`config.mk`:
```
export PLATFORM = sky130hd
export DESIGN_NAME = conf_row_loader_flat
export DESIGN_NICKNAME = d
export VERILOG_FILES = /design/src/rtl/conf_row_loader_if.sv /design/src/rtl/conf_row_loader.sv /design/src/flat_wrapper.sv
export SDC_FILE = /design/constraint.sdc
export NUM_CORES = 1
export LEC_CHECK = 0
export ABC_AREA = 1
export CORE_AREA = 2 2 254 256
export CTS_CLUSTER_SIZE = 14
export DETAILED_ROUTE_END_ITERATION = 6
export DIE_AREA = 0 0 256 258
export GPL_TIMING_DRIVEN = 0
export PLACE_DENSITY_LB_ADDON = 0.05
export SLEW_MARGIN = 20
export SYNTH_ARGS = -nofsm -noshare
export SYNTH_HDL_FRONTEND = slang
export SYNTH_SLANG_ARGS = --single-unit
```
`constraint.sdc`:
```
create_clock -name clk -period 2.9 [get_ports clk]
set_input_delay 0.58 -clock clk [delete_from_list [all_inputs] [get_ports clk]]
set_output_delay 0.58 -clock clk [all_outputs]
set_load 0.02 [all_outputs]
```
`src/rtl/conf_row_loader_if.sv`:
```
// conf_row_loader_if: valid/ready port carrying one PE configuration word per beat.
//   data  : configuration word, master -> slave
//   valid : data is valid, master -> slave
//   ready : slave can accept a word, slave -> master
interface conf_row_loader_if #(
    parameter int W_IN = 32
);
    logic [W_IN-1:0] data;
    logic            valid;
    logic            ready;

    modport master (output data, output valid, input ready);
    modport slave  (input data, input valid, output ready);
endinterface

```
`src/rtl/conf_row_loader.sv`:
```
// conf_row_loader: packs a stream of per-PE configuration words into a shadow bank and commits it to the active bank on swap.
//   clk, rst            : single clock, synchronous active-high reset
//   in_if (slave)       : word stream; word layout LSB first is SE, SEL_B, SEL_A, ALU
//   swap_i              : array idle, commit a complete shadow bank to the active bank
//   abort_i             : discard a partial or complete shadow load
//   loaded_o            : shadow bank complete, waiting for swap
//   done_o              : one-cycle pulse after the active bank is updated
//   conf_*_o            : active fields, PE i at slice i
//   conf_*_{n,nw,ne}_o  : neighbour views of the active bank for the row below
module conf_row_loader #(
    parameter int N_PE  = 8,
    parameter int W_ALU = 4,
    parameter int W_SEL = 4,
    parameter int W_SE  = 10,
    parameter int W_IN  = 32
) (
    input  logic                    clk,
    input  logic                    rst,
    conf_row_loader_if.slave        in_if,
    input  logic                    swap_i,
    input  logic                    abort_i,
    output logic                    loaded_o,
    output logic                    done_o,
    output logic [N_PE*W_ALU-1:0]   conf_alu_o,
    output logic [N_PE*W_SEL-1:0]   conf_sel_a_o,
    output logic [N_PE*W_SEL-1:0]   conf_sel_b_o,
    output logic [N_PE*W_SE-1:0]    conf_se_o,
    output logic [N_PE*W_SEL-1:0]   conf_sel_a_n_o,
    output logic [N_PE*W_SEL-1:0]   conf_sel_a_nw_o,
    output logic [N_PE*W_SEL-1:0]   conf_sel_a_ne_o,
    output logic [N_PE*W_SEL-1:0]   conf_sel_b_n_o,
    output logic [N_PE*W_SEL-1:0]   conf_sel_b_nw_o,
    output logic [N_PE*W_SEL-1:0]   conf_sel_b_ne_o,
    output logic [N_PE*W_SE-1:0]    conf_se_n_o,
    output logic [N_PE*W_SE-1:0]    conf_se_nw_o,
    output logic [N_PE*W_SE-1:0]    conf_se_ne_o
);
    localparam int W_USED = W_SE + 2 * W_SEL + W_ALU;
    localparam int IW     = N_PE > 1 ? $clog2(N_PE) : 1;

    typedef enum logic [1:0] {IDLE, LOAD, FULL} state_t;

    state_t                  state_q;
    logic [IW-1:0]           idx_q;
    logic                    ready_q;
    logic                    loaded_q;
    logic                    done_q;
    logic [N_PE*W_ALU-1:0]   sh_alu_q;
    logic [N_PE*W_SEL-1:0]   sh_sel_a_q;
    logic [N_PE*W_SEL-1:0]   sh_sel_b_q;
    logic [N_PE*W_SE-1:0]    sh_se_q;
    logic [N_PE*W_ALU-1:0]   act_alu_q;
    logic [N_PE*W_SEL-1:0]   act_sel_a_q;
    logic [N_PE*W_SEL-1:0]   act_sel_b_q;
    logic [N_PE*W_SE-1:0]    act_se_q;

    logic [W_ALU-1:0]        w_alu;
    logic [W_SEL-1:0]        w_sel_a;
    logic [W_SEL-1:0]        w_sel_b;
    logic [W_SE-1:0]         w_se;
    logic                    accept;
    logic                    last;

    assign w_se    = in_if.data[W_SE-1:0];
    assign w_sel_b = in_if.data[W_SE +: W_SEL];
    assign w_sel_a = in_if.data[W_SE + W_SEL +: W_SEL];
    assign w_alu   = in_if.data[W_SE + 2 * W_SEL +: W_ALU];

    // Bits above the packed fields carry no configuration.
    if (W_IN > W_USED) begin : g_hi
        logic unused_hi;
        assign unused_hi = ^in_if.data[W_IN-1:W_USED];
    end

    // ready_q is zero only in FULL and in reset, so it doubles as the load-enable.
    assign accept = in_if.valid & ready_q;
    assign last   = idx_q == IW'(N_PE - 1);

    always_ff @(posedge clk) begin
        if (rst) begin
            state_q     <= IDLE;
            idx_q       <= '0;
            ready_q     <= 1'b0;
            loaded_q    <= 1'b0;
            done_q      <= 1'b0;
            sh_alu_q    <= '0;
            sh_sel_a_q  <= '0;
            sh_sel_b_q  <= '0;
            sh_se_q     <= '0;
            act_alu_q   <= '0;
            act_sel_a_q <= '0;
            act_sel_b_q <= '0;
            act_se_q    <= '0;
        end else begin
            done_q <= 1'b0;
            case (state_q)
                IDLE, LOAD: begin
                    ready_q <= 1'b1;
                    // Abort outranks a word accepted in the same cycle; the word is dropped.
                    if (abort_i && state_q == LOAD) begin
                        state_q <= IDLE;
                        idx_q   <= '0;
                    end else if (accept) begin
                        sh_alu_q[idx_q*W_ALU +: W_ALU]   <= w_alu;
                        sh_sel_a_q[idx_q*W_SEL +: W_SEL] <= w_sel_a;
                        sh_sel_b_q[idx_q*W_SEL +: W_SEL] <= w_sel_b;
                        sh_se_q[idx_q*W_SE +: W_SE]      <= w_se;
                        if (last) begin
                            state_q  <= FULL;
                            idx_q    <= '0;
                            ready_q  <= 1'b0;
                            loaded_q <= 1'b1;
                        end else begin
                            state_q <= LOAD;
                            idx_q   <= idx_q + IW'(1);
                        end
                    end
                end
                FULL: begin
                    // Abort outranks swap so the active bank is left untouched.
                    if (abort_i) begin
                        state_q  <= IDLE;
                        idx_q    <= '0;
                        ready_q  <= 1'b1;
                        loaded_q <= 1'b0;
                    end else if (swap_i) begin
                        state_q     <= IDLE;
                        ready_q     <= 1'b1;
                        loaded_q    <= 1'b0;
                        done_q      <= 1'b1;
                        act_alu_q   <= sh_alu_q;
                        act_sel_a_q <= sh_sel_a_q;
                        act_sel_b_q <= sh_sel_b_q;
                        act_se_q    <= sh_se_q;
                    end
                end
                default: begin
                    state_q <= IDLE;
                    idx_q   <= '0;
                end
            endcase
        end
    end

    assign in_if.ready  = ready_q;
    assign loaded_o     = loaded_q;
    assign done_o       = done_q;
    assign conf_alu_o   = act_alu_q;
    assign conf_sel_a_o = act_sel_a_q;
    assign conf_sel_b_o = act_sel_b_q;
    assign conf_se_o    = act_se_q;

    assign conf_sel_a_n_o = act_sel_a_q;
    assign conf_sel_b_n_o = act_sel_b_q;
    assign conf_se_n_o    = act_se_q;

    // Diagonal views shift the active bank by one column; edge columns read
    // as zero, which the row below treats as "no delay-line consumer".
    for (genvar i = 0; i < N_PE; i++) begin : g_col
        if (i == 0) begin : g_w
            assign conf_sel_a_nw_o[i*W_SEL +: W_SEL] = '0;
            assign conf_sel_b_nw_o[i*W_SEL +: W_SEL] = '0;
            assign conf_se_nw_o[i*W_SE +: W_SE]      = '0;
        end else begin : g_w
            assign conf_sel_a_nw_o[i*W_SEL +: W_SEL] = act_sel_a_q[(i-1)*W_SEL +: W_SEL];
            assign conf_sel_b_nw_o[i*W_SEL +: W_SEL] = act_sel_b_q[(i-1)*W_SEL +: W_SEL];
            assign conf_se_nw_o[i*W_SE +: W_SE]      = act_se_q[(i-1)*W_SE +: W_SE];
        end
        if (i == N_PE - 1) begin : g_e
            assign conf_sel_a_ne_o[i*W_SEL +: W_SEL] = '0;
            assign conf_sel_b_ne_o[i*W_SEL +: W_SEL] = '0;
            assign conf_se_ne_o[i*W_SE +: W_SE]      = '0;
        end else begin : g_e
            assign conf_sel_a_ne_o[i*W_SEL +: W_SEL] = act_sel_a_q[(i+1)*W_SEL +: W_SEL];
            assign conf_sel_b_ne_o[i*W_SEL +: W_SEL] = act_sel_b_q[(i+1)*W_SEL +: W_SEL];
            assign conf_se_ne_o[i*W_SE +: W_SE]      = act_se_q[(i+1)*W_SE +: W_SE];
        end
    end
endmodule
```
`src/flat_wrapper.sv`:
```
// flat-port wrapper written by rule: the top's interface ports become plain ports
module conf_row_loader_flat 
#(
    parameter int N_PE  = 8,
    parameter int W_ALU = 4,
    parameter int W_SEL = 4,
    parameter int W_SE  = 10,
    parameter int W_IN  = 32
)
  (clk, rst, swap_i, abort_i, loaded_o, done_o, conf_alu_o, conf_sel_a_o, conf_sel_b_o, conf_se_o, conf_sel_a_n_o, conf_sel_a_nw_o, conf_sel_a_ne_o, conf_sel_b_n_o, conf_sel_b_nw_o, conf_sel_b_ne_o, conf_se_n_o, conf_se_nw_o, conf_se_ne_o, in_if_data, in_if_valid, in_if_ready);
  conf_row_loader_if #(.W_IN(W_IN)) in_if_i ();
  input  logic clk;
  input  logic rst;
  input  logic swap_i;
  input  logic abort_i;
  output logic loaded_o;
  output logic done_o;
  output logic [N_PE*W_ALU-1:0] conf_alu_o;
  output logic [N_PE*W_SEL-1:0] conf_sel_a_o;
  output logic [N_PE*W_SEL-1:0] conf_sel_b_o;
  output logic [N_PE*W_SE-1:0] conf_se_o;
  output logic [N_PE*W_SEL-1:0] conf_sel_a_n_o;
  output logic [N_PE*W_SEL-1:0] conf_sel_a_nw_o;
  output logic [N_PE*W_SEL-1:0] conf_sel_a_ne_o;
  output logic [N_PE*W_SEL-1:0] conf_sel_b_n_o;
  output logic [N_PE*W_SEL-1:0] conf_sel_b_nw_o;
  output logic [N_PE*W_SEL-1:0] conf_sel_b_ne_o;
  output logic [N_PE*W_SE-1:0] conf_se_n_o;
  output logic [N_PE*W_SE-1:0] conf_se_nw_o;
  output logic [N_PE*W_SE-1:0] conf_se_ne_o;
  input wire logic [$bits(in_if_i.data)-1:0] in_if_data;
  input wire logic [$bits(in_if_i.valid)-1:0] in_if_valid;
  output wire logic [$bits(in_if_i.ready)-1:0] in_if_ready;
  assign in_if_i.data = in_if_data;
  assign in_if_i.valid = in_if_valid;
  assign in_if_ready = in_if_i.ready;
  conf_row_loader #(.N_PE(N_PE), .W_ALU(W_ALU), .W_SEL(W_SEL), .W_SE(W_SE), .W_IN(W_IN)) u_core (.clk(clk), .rst(rst), .in_if(in_if_i), .swap_i(swap_i), .abort_i(abort_i), .loaded_o(loaded_o), .done_o(done_o), .conf_alu_o(conf_alu_o), .conf_sel_a_o(conf_sel_a_o), .conf_sel_b_o(conf_sel_b_o), .conf_se_o(conf_se_o), .conf_sel_a_n_o(conf_sel_a_n_o), .conf_sel_a_nw_o(conf_sel_a_nw_o), .conf_sel_a_ne_o(conf_sel_a_ne_o), .conf_sel_b_n_o(conf_sel_b_n_o), .conf_sel_b_nw_o(conf_sel_b_nw_o), .conf_sel_b_ne_o(conf_sel_b_ne_o), .conf_se_n_o(conf_se_n_o), .conf_se_nw_o(conf_se_nw_o), .conf_se_ne_o(conf_se_ne_o));
endmodule
```
# [Word-level counts from Yosys, hierarchy flattened]
# Cells that the tools add are included.
[totals] regBits=360
[op_classes] n_addsub=3 multipliers=1 eq_ne=9 n_shift=6 n_mux=28 bitwise_logic=4 reduce_logical=11
[ops] operator="variable part select 4 x 34 -> 32 bit" n=3
[ops] operator="bitwise mux 32 bit" n=3
[ops] operator="bitwise mux 80 bit" n=1
[ops] operator="variable shift 10 x 34 -> 80 bit, first input constant" n=1
[ops] operator="variable part select 10 x 34 -> 80 bit" n=1
[ops] operator="negator 5 -> 34 bit" n=1
[ops] operator="negator 7 -> 34 bit" n=1
[ops] operator="variable shift 4 x 34 -> 32 bit, first input constant" n=1
[ops] operator="two-way mux 3 bit" n=4
[ops] operator="two-way mux 1 bit" n=11
[ops] operator="two-way mux 2 bit" n=5
[ops] operator="multiplier 3 x 3 -> 6 bit, second input constant" n=1
[ops] operator="case mux 3 bit (2 select lines)" n=1
[ops] operator="AND reduction 2 bit" n=3
[ops] operator="AND reduction 3 bit" n=2
[ops] operator="AND reduction 5 bit" n=1
[ops] operator="inequality test 2 x 1 -> 1 bit, second input constant" n=2
[ops] operator="inequality test 2 bit, second input constant" n=2
[ops] operator="case mux 1 bit (2 select lines)" n=2
[ops] operator="case mux 2 bit (2 select lines)" n=1
[ops] operator="adder 3 x 1 -> 3 bit, second input constant" n=1
[ops] operator="equality test 3 bit, second input constant" n=1
[ops] operator="inequality test 3 x 1 -> 1 bit, second input constant" n=1
[ops] operator="inequality test 3 bit, second input constant" n=1
[ops] operator="other kinds (9)" n=11

# [Depth between registers and ports, before layout]
# Gate-level depths: netlist of the first run.
[depth] ltp_word=5 depth_mapped=19 depth_no_buf=19

# [Least setup slack after synthesis of the first run]
# No wires, ideal clock.
[synth_timing] path_type="register to register" from="reg u_core.idx_q[0]" to="reg u_core.sh_se_q[18]" setup_time_ps=116 arrival_time_ps=2498 slack_ps=285 path_stages_with_launch=18 path_buffers=0 synth_period_minus_slack_ps=2615 cell_sequence="dfxtp_1 -> ha_1 -> ha_1 -> inv_1 -> ha_1 -> inv_1 -> nand2_1 -> nor2_1 -> ha_1 -> inv_1 -> nor2_4 -> nand2_2 -> inv_2 -> nand2_1 -> inv_1 -> nand3_1 -> o211ai_1 -> inv_1"
[synth_between] elab_chain_cells=4 word_cells_on_any_way=5 classes_between="1 x add/sub; 1 x mul; 2 x shift; 1 x mux"
[synth_lines] item="start: declaration" line="conf_row_loader.sv:44" text="logic [IW-1:0] idx_q;"
[synth_lines] item="start signal: assignment" line="conf_row_loader.sv:115" text="idx_q <= idx_q + IW'(1);"
[synth_lines] item="multiplier 3 x 3 -> 6 bit *" line="conf_row_loader.sv:107" text="sh_se_q[idx_q*W_SE +: W_SE] <= w_se;"
[synth_lines] item="negator 7 -> 34 bit *" line="conf_row_loader.sv:107"
[synth_lines] item="variable part select 10 x 34 -> 80 bit / variable shift 10 x 34 -> 80 bit (equally long branches)" line="conf_row_loader.sv:107"
[synth_lines] item="bitwise mux 80 bit *" line="conf_row_loader.sv:107"
[synth_lines] item="end signal: indexed assignment" line="conf_row_loader.sv:107"
[synth_lines] item="end: declaration" line="conf_row_loader.sv:51" text="logic [N_PE*W_SE-1:0] sh_se_q;"
# Every way passes the cells marked *; elsewhere a longest branch is shown, timed or not.
# A chain may end at the register's enable or synchronous reset.

# [Worst setup path in the final report of the first run]
[layout_timing] from="reg u_core.idx_q[0]" to="reg u_core.sh_se_q[39]"
# The elaborated chain is that of the path after synthesis.

==> flow_metrics.py, run 1 <==
metrics = {
    "critical_path": {
        "setup.worst_path.class": "flop to flop",
        "r2r_slack_ps": 110,
        "crit_chain": "inv_2, buf_8, buf_12, ha_4, inv_1, ha_1, buf_4, inv_2, nor2_4, clkinvlp_4, a21oi_4, nand2_1, nand2_1, nand3_1, a21oi_1",
        "r2r_start": "u_core.idx_q[0]$_SDFFE_PP0P_",
        "crit_cells": 15,
        "critPathCapture": "u_core.sh_se_q[39]$_SDFFE_PP0P_",
        "worstReg2RegEnd": "u_core.sh_se_q[39]$_SDFFE_PP0P_",
        "crit_buf_inv": 7,
        "max_stage_delay_ps": 370,
        "cp.arrival_ps": 3270,
        "worst_path_max_delay_cell": "dfxtp_4",
        "r2r_cells": 15,
        "crit_family": "buffers and inverters",
        "cp.required_ps": 3380,
        "crit_start": "u_core.idx_q[0]$_SDFFE_PP0P_",
        "cp-end-kind": "flop",
        "cp_max_fo": 11,
        "crit_path_start_kind": "flop",
    },
    "global_routing": {
        "grt_start_max_net_pins": 13,
        "grtUsageTotal": 0.211,
        "grt_remaining_overflow": 0,
        "antenna_found_initial": 1,
        "grt_pass1_vias": 17400,
        "grt_pass1_wl_um": 107000,
    },
    "timing": {
        "maxSlewViolCount": 0,
        "setup_viol": 0,
        "clock_skew_ps": 28.9,
        "period_minus_slack_ps": 2790,
        "worstMarginPinSlew_ps": 1010,
        "finalHoldViolations": 0,
        "timing.slew.headroom": 0.326,
        "period_share": 0.963,
        "setup_ws_ps": 107,
        "fmax_mhz": 358,
    },
    "placement": {
        "hpwl_um": 58500,
        "gp_routability_congestion": 0.913,
        "dpl_worst_slack_ps": -1080,
        "placedCellCount": 3973,
        "io_buffers": 600,
    },
    "floorplan": {
        "die_y_um": 258,
        "initial_core_util": 0.283,
        "pin_count": 648,
        "die_w_um": 256,
        "row_count": 93,
        "coreArea_um2": 63600,
        "die_area_um2": 66000,
    },
    "detailed_routing": {
        "vias": 18000,
        "drtIter0Drc": 1106,
        "via_per_inst": 4.44,
        "ant_nets": 0,
        "firstDrtPassIters": 5,
        "wl_um": 73100,
        "wl_per_cell_um": 18.0,
        "drc_errors": 0,
    },
    "clocking": {
        "root_buffer": "clkbuf_16",
        "cts_made_buffers": 42,
        "clockBufferDepth": 3,
        "h-tree-depth": 2,
        "cts_hold_buf": 0,
        "clock_sinks": 360,
        "clock_latency_ps": 580,
        "cts_tree": "built",
        "path_clk_slew_ps": 60,
    },
    "min_path": {
        "hold_path.class": "primary input to flop",
    },
    "cells_and_area": {
        "area_growth_pct": 50.2,
        "layout.nets": 3226,
        "final_layout_size_suffix_gt1_frac": 0.192,
        "nFillCells": 6584,
        "n_antenna_cell": 0,
        "instances_no_fill": 4062,
    },
    "power_and_ir_drop": {
        "ir_worst_vdd_mv": 0.368,
        "powerDensity_nw_per_um2": 454,
        "p_leak_nw": 12.1,
        "p_total_w": 0.0123,
    },
    "synthesis": {
        "yosys.area.top_type": "dfxtp_1",
        "syn_inst": 2483,
        "syn_area_per_cell_um2": 7.24,
        "synth-seq-cells": 360,
        "synth_edf_count": 0,
        "synthDistinctLibCells": 38,
        "synthFlopType": "dfxtp_1",
        "synth_top_area_frac": 0.401,
        "synth_seq_area_share": 0.401,
        "syn_area_um2": 18000,
        "yosysMostFrequentCell": "nor2_1",
        "async_reset_ff_frac": 0,
        "ys.warnings.count": 0,
        "ys_top_cells_by_count": "nor2_1, buf_4, dfxtp_1, o21ai_0, nand2_1",
        "synthTopCellsByArea": "dfxtp_1, buf_4, nor2_1",
    },
    "run": {
        "maxCapViolations": 0,
    },
    "run_status": {
        "status": "completed",
    },
}
==> cell usage in the layout (no fill, tap or decap), types with 33 or more instances in the layout <==
master	count
clkbuf_1	104
nor2_1	517
clkdlybuf4s50_1	600
nor3_1	33
nand3_1	75
inv_1	144
nand2_1	218
dfxtp_1	357
clkbuf_16	43
buf_4	449
conb_1	36
a21oi_1	130
o21ai_0	317
==> area by class of cell <==
| type | count | area [um2] | area share |
|---|---|---|---|
| plain buffers | 553 | 3790 | 0.140 |
| clock buffers | 62 | 1210 | 0.0447 |
| repair buffers | 614 | 6110 | 0.226 |
| inverters | 157 | 606 | 0.0224 |
| flip-flops and latches | 360 | 7220 | 0.267 |
| clock inverters | 13 | 190 | 0.00704 |
| multi-input cells | 1448 | 6810 | 0.252 |
| well taps | 855 | 1070 | 0.0396 |
==> state kept, by name, indices dropped and copies added, names as in the netlist <==
signal / cells
u_core.conf_se_n_o: 80
u_core.sh_se_q: 80
u_core.conf_alu_o: 32
u_core.conf_sel_a_n_o: 32
u_core.conf_sel_b_n_o: 32
u_core.sh_alu_q: 32
u_core.sh_sel_a_q: 32
u_core.sh_sel_b_q: 32
u_core.idx_q: 3
u_core.state_q: 2
u_core.done_o: 1
u_core.in_if.ready: 1
u_core.loaded_o: 1
==> cell families after synthesis <==
| kind of cell | count (synthesis) | share of synthesized area |
|---|---|---|
| AO/OA/AOI/OAI | 482 | 0.137 |
| adder cells (fa/ha/maj) | 13 | 0.00904 |
| buffers and inverters | 710 | 0.241 |
| flip-flops | 360 | 0.401 |
| other | 1 | 0.000209 |
| AND/OR/NAND/NOR | 917 | 0.212 |
==> power by group <==
group | internal, W | switching [W] | total [W]
registers | 0.00500 | 0.0000276 | 0.00502
logic | 0.000507 | 0.00133 | 0.00183
clock network | 0.00325 | 0.00216 | 0.00541
total | 0.00875 | 0.00351 | 0.0123
==> repair_timing <==
action / CTS / global route
resized for setup: 54 / 35
pin swaps: 5 / 11
setup endpoints to repair: 173 / 102
buffers inserted: 6 / 8
==> routing by layer <==
metal,vias to the layer above,wire [um],GRT usage
met5,-,11,0
met4,2,1830,0.0583
met3,105,4110,0.0400
met2,619,34000,0.354
met1,8419,33200,0.278
li1,8876,-,-
==> worst min path at each step <==
stage	from	end	depth (start not counted)
floorplan	u_core.sh_se_q[65]$_SDFFE_PP0P_	u_core.conf_se_n_o[65]$_SDFFE_PP0P_	2
global placement	u_core.sh_sel_b_q[19]$_SDFFE_PP0P_	u_core.conf_sel_b_n_o[19]$_SDFFE_PP0P_	2
detailed placement	u_core.sh_se_q[56]$_SDFFE_PP0P_	u_core.conf_se_n_o[56]$_SDFFE_PP0P_	2
CTS	rst	u_core.state_q[1]$_SDFFE_PP0P_	2
global route	rst	u_core.state_q[1]$_SDFFE_PP0P_	2
finish	rst	u_core.loaded_o$_SDFFE_PP0P_	2
==> through the flow <==
stage                     instance area (um2)  hold WS [ps]  utilization  TNS (ps)
after CTS                               26800           382        0.421         0
after global routing                    27000           435        0.424     -2.93
after global placement                  25200           439        0.396    -93230
after detailed placement                25200           443        0.396   -100730
final                                   27000           404        0.424         0
after floorplan                         18100           424            -         0
No activity file was read; power rests on OpenSTA's default activity.
==> inputs of run 2 (changes only) <==
CORE_AREA = 2 2 256 258   (was 2 2 254 256)
DIE_AREA = 0 0 258 260   (was 0 0 256 258)
==> run 2 against run 1 <==
Net effect: sequential power is essentially flat; critical path depth shrank 1; worst setup slack better by 17 ps; first-iteration DRC count rose by 0.63%; cell area is 0.25% lower; global-route usage shrank 0.063 points; power fell by 2.1%; critical endpoint is now u_core.sh_se_q[44]$_SDFFE_PP0P_; register-to-register slack better by 20 ps; final cell count fell by 0.20%; highest routed layer unchanged; hold slack better by 23 ps; maximum frequency grew 0.62%.
==> flow_metrics.py, run 2 (synthesized netlist as in run 1, its figures left out) <==
metrics = {
    "global_routing": {
        "grt_remaining_overflow": 0,
        "antenna_found_initial": 5,
        "grt_pass1_wl_um": 108000,
        "grt_start_max_net_pins": 13,
        "grtUsageTotal": 0.211,
        "grt_pass1_vias": 17200,
    },
    "floorplan": {
        "pin_count": 648,
        "row_count": 93,
        "die_y_um": 260,
        "initial_core_util": 0.280,
        "die_w_um": 258,
        "die_area_um2": 67100,
        "coreArea_um2": 64100,
    },
    "run": {
        "maxCapViolations": 0,
    },
    "detailed_routing": {
        "ant_nets": 0,
        "vias": 17700,
        "wl_per_cell_um": 18.2,
        "wl_um": 73600,
        "via_per_inst": 4.37,
        "firstDrtPassIters": 7,
        "drtIter0Drc": 1113,
        "drc_errors": 0,
    },
    "cells_and_area": {
        "utilization": 0.420,
        "area_growth_pct": 49.8,
        "nFillCells": 6574,
        "final_area_um2": 26900,
        "layout.nets": 3220,
        "instances_no_fill": 4054,
        "final_common_cell": "clkdlybuf4s50_1",
        "final_cell_mix": "clkdlybuf4s50_1, nor2_1, buf_4, dfxtp_1, o21ai_0",
        "final_layout_size_suffix_gt1_frac": 0.194,
    },
    "timing": {
        "fmax_mhz": 360,
        "finalHoldViolations": 0,
        "setup_ws_ps": 124,
        "setup-tns-final_ps": 0,
        "worstMarginPinSlew_ps": 944,
        "clock_skew_ps": 13.4,
        "maxSlewViolCount": 0,
        "period_share": 0.957,
        "period_minus_slack_ps": 2780,
        "setup_viol": 0,
        "timing.slew.headroom": 0.370,
    },
    "run_status": {
        "status": "completed",
    },
    "critical_path": {
        "worstReg2RegEnd": "u_core.sh_se_q[44]$_SDFFE_PP0P_",
        "r2r_start": "u_core.idx_q[0]$_SDFFE_PP0P_",
        "crit_path_start_kind": "flop",
        "cp-end-kind": "flop",
        "cp.arrival_ps": 3250,
        "cp_max_fo": 7,
        "r2r_slack_ps": 120,
        "cp.required_ps": 3380,
        "crit_start": "u_core.idx_q[0]$_SDFFE_PP0P_",
        "setup.worst_path.class": "flop to flop",
        "r2r_cells": 14,
    },
    "clocking": {
        "clock_sinks": 360,
        "root_buffer": "clkbuf_16",
        "path_clk_slew_ps": 60,
        "cts_made_buffers": 40,
        "h-tree-depth": 2,
        "clock_latency_ps": 560,
        "cts_hold_buf": 0,
        "cts_tree": "built",
        "clockBufferDepth": 3,
    },
    "placement": {
        "gp_routability_congestion": 0.918,
        "io_buffers": 600,
        "hpwl_um": 59500,
        "dpl_worst_slack_ps": -1070,
        "placedCellCount": 3973,
        "placed_cell_area_um2": 25200,
    },
    "min_path": {
        "hold_path_depth": 2,
        "hold_path.class": "primary input to flop",
        "min_from": "rst",
        "hold_path_end": "u_core.state_q[1]$_SDFFE_PP0P_",
    },
    "power_and_ir_drop": {
        "powerDensity_nw_per_um2": 445,
        "ir_worst_vdd_mv": 0.311,
        "p_leak_nw": 12.1,
    },
}
[run 2: changes by cell type in the layout (fill, tap and decap cells not counted), moves of 3 or more]
cell	before	now
clkbuf_8	6	10
nand2_2	6	9
clkbuf_1	104	100
clkinv_2	5	2
nand2_1	218	215
inv_4	0	3
nand3_1	75	72
[run 2: what timing repair did]
item / CTS / global route
buffers inserted: 8 / 5
hold endpoints to repair: 0 / 0
setup endpoints to repair: 170 / 111
pin swaps: 4 / 11
resized for setup: 59 / 47
[run 2: worst max-delay path by stage]
stage                                 endpoint  slack (ps)  cells after the start
5_1_grt         u_core.sh_se_q[5]$_SDFFE_PP0P_        -0.4                     14
6_report       u_core.sh_se_q[44]$_SDFFE_PP0P_         120                     14
2_1_floorplan  u_core.sh_se_q[18]$_SDFFE_PP0P_         290                     17
3_5_place_dp   u_core.sh_se_q[23]$_SDFFE_PP0P_       -1070                     15
3_3_place_gp   u_core.sh_se_q[55]$_SDFFE_PP0P_       -1170                     15
4_1_cts         u_core.sh_se_q[3]$_SDFFE_PP0P_           3                     15
[run 2: worst max-delay path: stages, from the launching register on]
cell and delay (ps):
dfxtp_4 380, ha_1 150, ha_1 160, inv_1 70, ha_4 270, inv_1 50
nand2_1 100, nor2_2 60, ha_4 340, nand2_2 120, nor2_4 300, inv_2 190
nor2_4 180, o21ai_0 120, a21oi_1 210
[run 2: stage by stage]
step	hold WS, ps	power (W)
global placement	438	0.00675
CTS	424	0.0120
floorplan	424	0.00613
detailed placement	444	0.00675
global route	451	0.0125
finish	428	0.0120
[run 2: power by group]
group	total, W	internal [W]	switching [W]	leakage [nW]
clock	0.00512	0.00304	0.00208	0.637
combinational	0.00186	0.000509	0.00135	8.56
sequential	0.00502	0.00499	0.0000259	2.90
[run 2: layout make-up]
cell class	count	area, um2	share of cell area
sequential	360	7220	0.268
multi-input combinational	1448	6860	0.255
timing repair buffer	613	6110	0.227
buffer	550	3770	0.140
clock buffer	63	1210	0.0449
tap	855	1070	0.0397
inverter	157	601	0.0223
clock inverter	6	97.6	0.00362
antenna	2	5.00	0.000186
[run 2: routing by layer]
layer  part of all wire  up-vias  track usage
met4              0.021        6       0.0511
met1               0.45     8163        0.274
met5            0.00054        -            0
met2               0.46      565        0.353
met3              0.066       98       0.0485
li1                   -     8880            -
==> inputs of run 3 (changes only) <==
CAP_MARGIN = 20   (was unset)
GPL_TIMING_DRIVEN = 1   (was 0)
==> run 3 against run 2 <==
Net effect: maximum frequency is 3.2% higher; routed wire length fell by 12%; critical endpoint unchanged; worst setup slack better by 87 ps; highest routed layer unchanged; count of clock-buffer cells in the layout unchanged; non-clock buffer count fell by 487; global-route usage is 2.6 points lower; final cell count fell by 12%; sequential power hardly changed; clock skew is 7.8 ps higher; utilization fell by 5.1 points; largest cell class is now flip-flops and latches.
==> flow_metrics.py, run 3 (synthesized netlist as in run 1, its figures left out) <==
metrics = {
    "run_status": {
        "status": "completed",
    },
    "critical_path": {
        "crit_start": "u_core.idx_q[2]$_SDFFE_PP0P_",
        "critPathCapture": "u_core.sh_se_q[44]$_SDFFE_PP0P_",
        "crit_chain": "ha_1, ha_1, inv_1, ha_4, inv_1, nand2_1, nor2_1, ha_1, buf_4, nand2_2, nor2_4, inv_2, nor2_2, o21ai_0, a21oi_1",
        "r2r_cells": 15,
        "cp.required_ps": 3400,
        "r2r_slack_ps": 210,
        "cp-end-kind": "flop",
        "cp_max_fo": 6,
        "cp_common_cell": "ha_1",
        "cp.arrival_ps": 3190,
        "max_stage_delay_ps": 360,
        "worst_path_max_delay_cell": "ha_1",
        "crit_path_start_kind": "flop",
        "r2r_start": "u_core.idx_q[2]$_SDFFE_PP0P_",
        "worstReg2RegEnd": "u_core.sh_se_q[44]$_SDFFE_PP0P_",
        "setup.worst_path.class": "flop to flop",
    },
    "global_routing": {
        "grt_start_max_net_pins": 130,
        "grt_pass1_vias": 14900,
        "antenna_found_initial": 3,
        "grt_remaining_overflow": 0,
        "grt_pass1_wl_um": 95400,
        "grtUsageTotal": 0.185,
    },
    "clocking": {
        "root_buffer": "clkbuf_16",
        "cts_tree": "built",
        "cts_made_buffers": 43,
        "h-tree-depth": 2,
        "path_clk_slew_ps": 50,
        "clock_latency_ps": 580,
        "clockBufferDepth": 3,
        "clock_sinks": 360,
    },
    "timing": {
        "rsz0062_at_grt": "yes",
        "finalHoldViolations": 0,
        "worstMarginPinSlew_ps": 745,
        "period_minus_slack_ps": 2690,
        "maxSlewViolCount": 0,
        "setup_viol": 0,
        "fmax_mhz": 372,
        "period_share": 0.927,
        "setup_ws_ps": 211,
        "timing.slew.headroom": 0.498,
        "clock_skew_ps": 21.1,
    },
    "floorplan": {
        "die_y_um": 260,
        "pin_count": 648,
        "die_w_um": 258,
        "coreArea_um2": 64100,
        "die_area_um2": 67100,
        "initial_core_util": 0.280,
        "row_count": 93,
    },
    "placement": {
        "placedCellCount": 3493,
        "io_buffers": 601,
        "gp_routability_congestion": 0.830,
        "hpwl_um": 48800,
        "dpl_worst_slack_ps": 111,
        "placed_cell_area_um2": 22200,
    },
    "cells_and_area": {
        "final_common_cell": "clkdlybuf4s50_1",
        "instances_no_fill": 3569,
        "nFillCells": 6742,
        "area_growth_pct": 31.8,
        "final_cell_mix": "clkdlybuf4s50_1, nor2_1, dfxtp_1, o21ai_0, nand2_1",
        "final_area_um2": 23700,
        "layout.nets": 2736,
        "final_layout_size_suffix_gt1_frac": 0.0752,
        "utilization": 0.370,
    },
    "power_and_ir_drop": {
        "p_leak_nw": 9.87,
        "powerDensity_nw_per_um2": 511,
        "ir_worst_vdd_mv": 0.374,
        "p_total_w": 0.0121,
    },
    "detailed_routing": {
        "firstDrtPassIters": 5,
        "wl_um": 64900,
        "drc_errors": 0,
        "vias": 15700,
        "via_per_inst": 4.40,
        "drtIter0Drc": 811,
        "ant_nets": 0,
        "wl_per_cell_um": 18.2,
    },
    "min_path": {
        "hold_path.class": "flop to flop",
        "min_from": "u_core.sh_se_q[56]$_SDFFE_PP0P_",
    },
    "run": {
        "maxCapViolations": 0,
    },
}
-- run 3: cell types whose count changed in the layout (fill, tap and decap cells not counted), sizes merged --
cell,change
buf,-394
clkbuf,-94
bufinv,+1
clkdlybuf4s50,+1
clkinv,+1
diode,-1
inv,+1
-- run 3: layout make-up --
type	instances	area [um2]	share of cell area
clock buffer	63	1240	0.0524
clock inverter	9	145	0.00612
multi-input combinational	1448	6700	0.283
tap	855	1070	0.0451
timing repair buffer	676	6730	0.284
inverter	157	603	0.0254
antenna	1	2.50	0.000106
sequential	360	7210	0.304
-- run 3: what timing repair did --
item	4_1_cts	5_1_grt
hold buffers	0	0
buffers inserted	0	3
resized for setup	0	36
setup endpoints to repair	0	64
-- run 3: worst min-delay path by stage --
stage                                            end  slack, ps  cells past startpoint
6_report         u_core.conf_se_n_o[56]$_SDFFE_PP0P_        450                      2
5_1_grt          u_core.conf_se_n_o[37]$_SDFFE_PP0P_        470                      2
4_1_cts        u_core.conf_sel_a_n_o[2]$_SDFFE_PP0P_        450                      2
3_5_place_dp     u_core.conf_se_n_o[56]$_SDFFE_PP0P_        440                      2
3_3_place_gp      u_core.conf_alu_o[16]$_SDFFE_PP0P_        440                      2
2_1_floorplan    u_core.conf_se_n_o[65]$_SDFFE_PP0P_        420                      2
-- run 3: where the power goes --
| part | internal, W | total (W) | switching [W] | leakage, nW |
|---|---|---|---|---|
| clock network | 0.00322 | 0.00537 | 0.00215 | 0.676 |
| logic | 0.000480 | 0.00173 | 0.00125 | 6.29 |
| registers | 0.00500 | 0.00502 | 0.0000208 | 2.90 |
| total | 0.00870 | 0.0121 | 0.00342 | 9.87 |
-- run 3: worst max-delay path: cells and delay by family (launching register included) --
family	cells	cell delay [ps]
buf+inv	4	460
compound gates	2	240
flops	1	330
fa+ha+maj	4	940
simple gates	5	620
-- run 3: metrics by stage --
stage               hold WS, ps  setup TNS, ps
CTS                         450              0
floorplan                   424              0
finish                      450              0
global placement            437              0
global route                468          -1.97
detailed placement          444              0
-- run 3: metal layers --
layer / vias up / share of wire / GRT usage
met1: 7246 / 0.47 / 0.257
met4: 4 / 0.014 / 0.0361
met2: 470 / 0.46 / 0.300
met3: 69 / 0.054 / 0.0346
li1: 7898 / - / -
met5: - / 0.00052 / 0
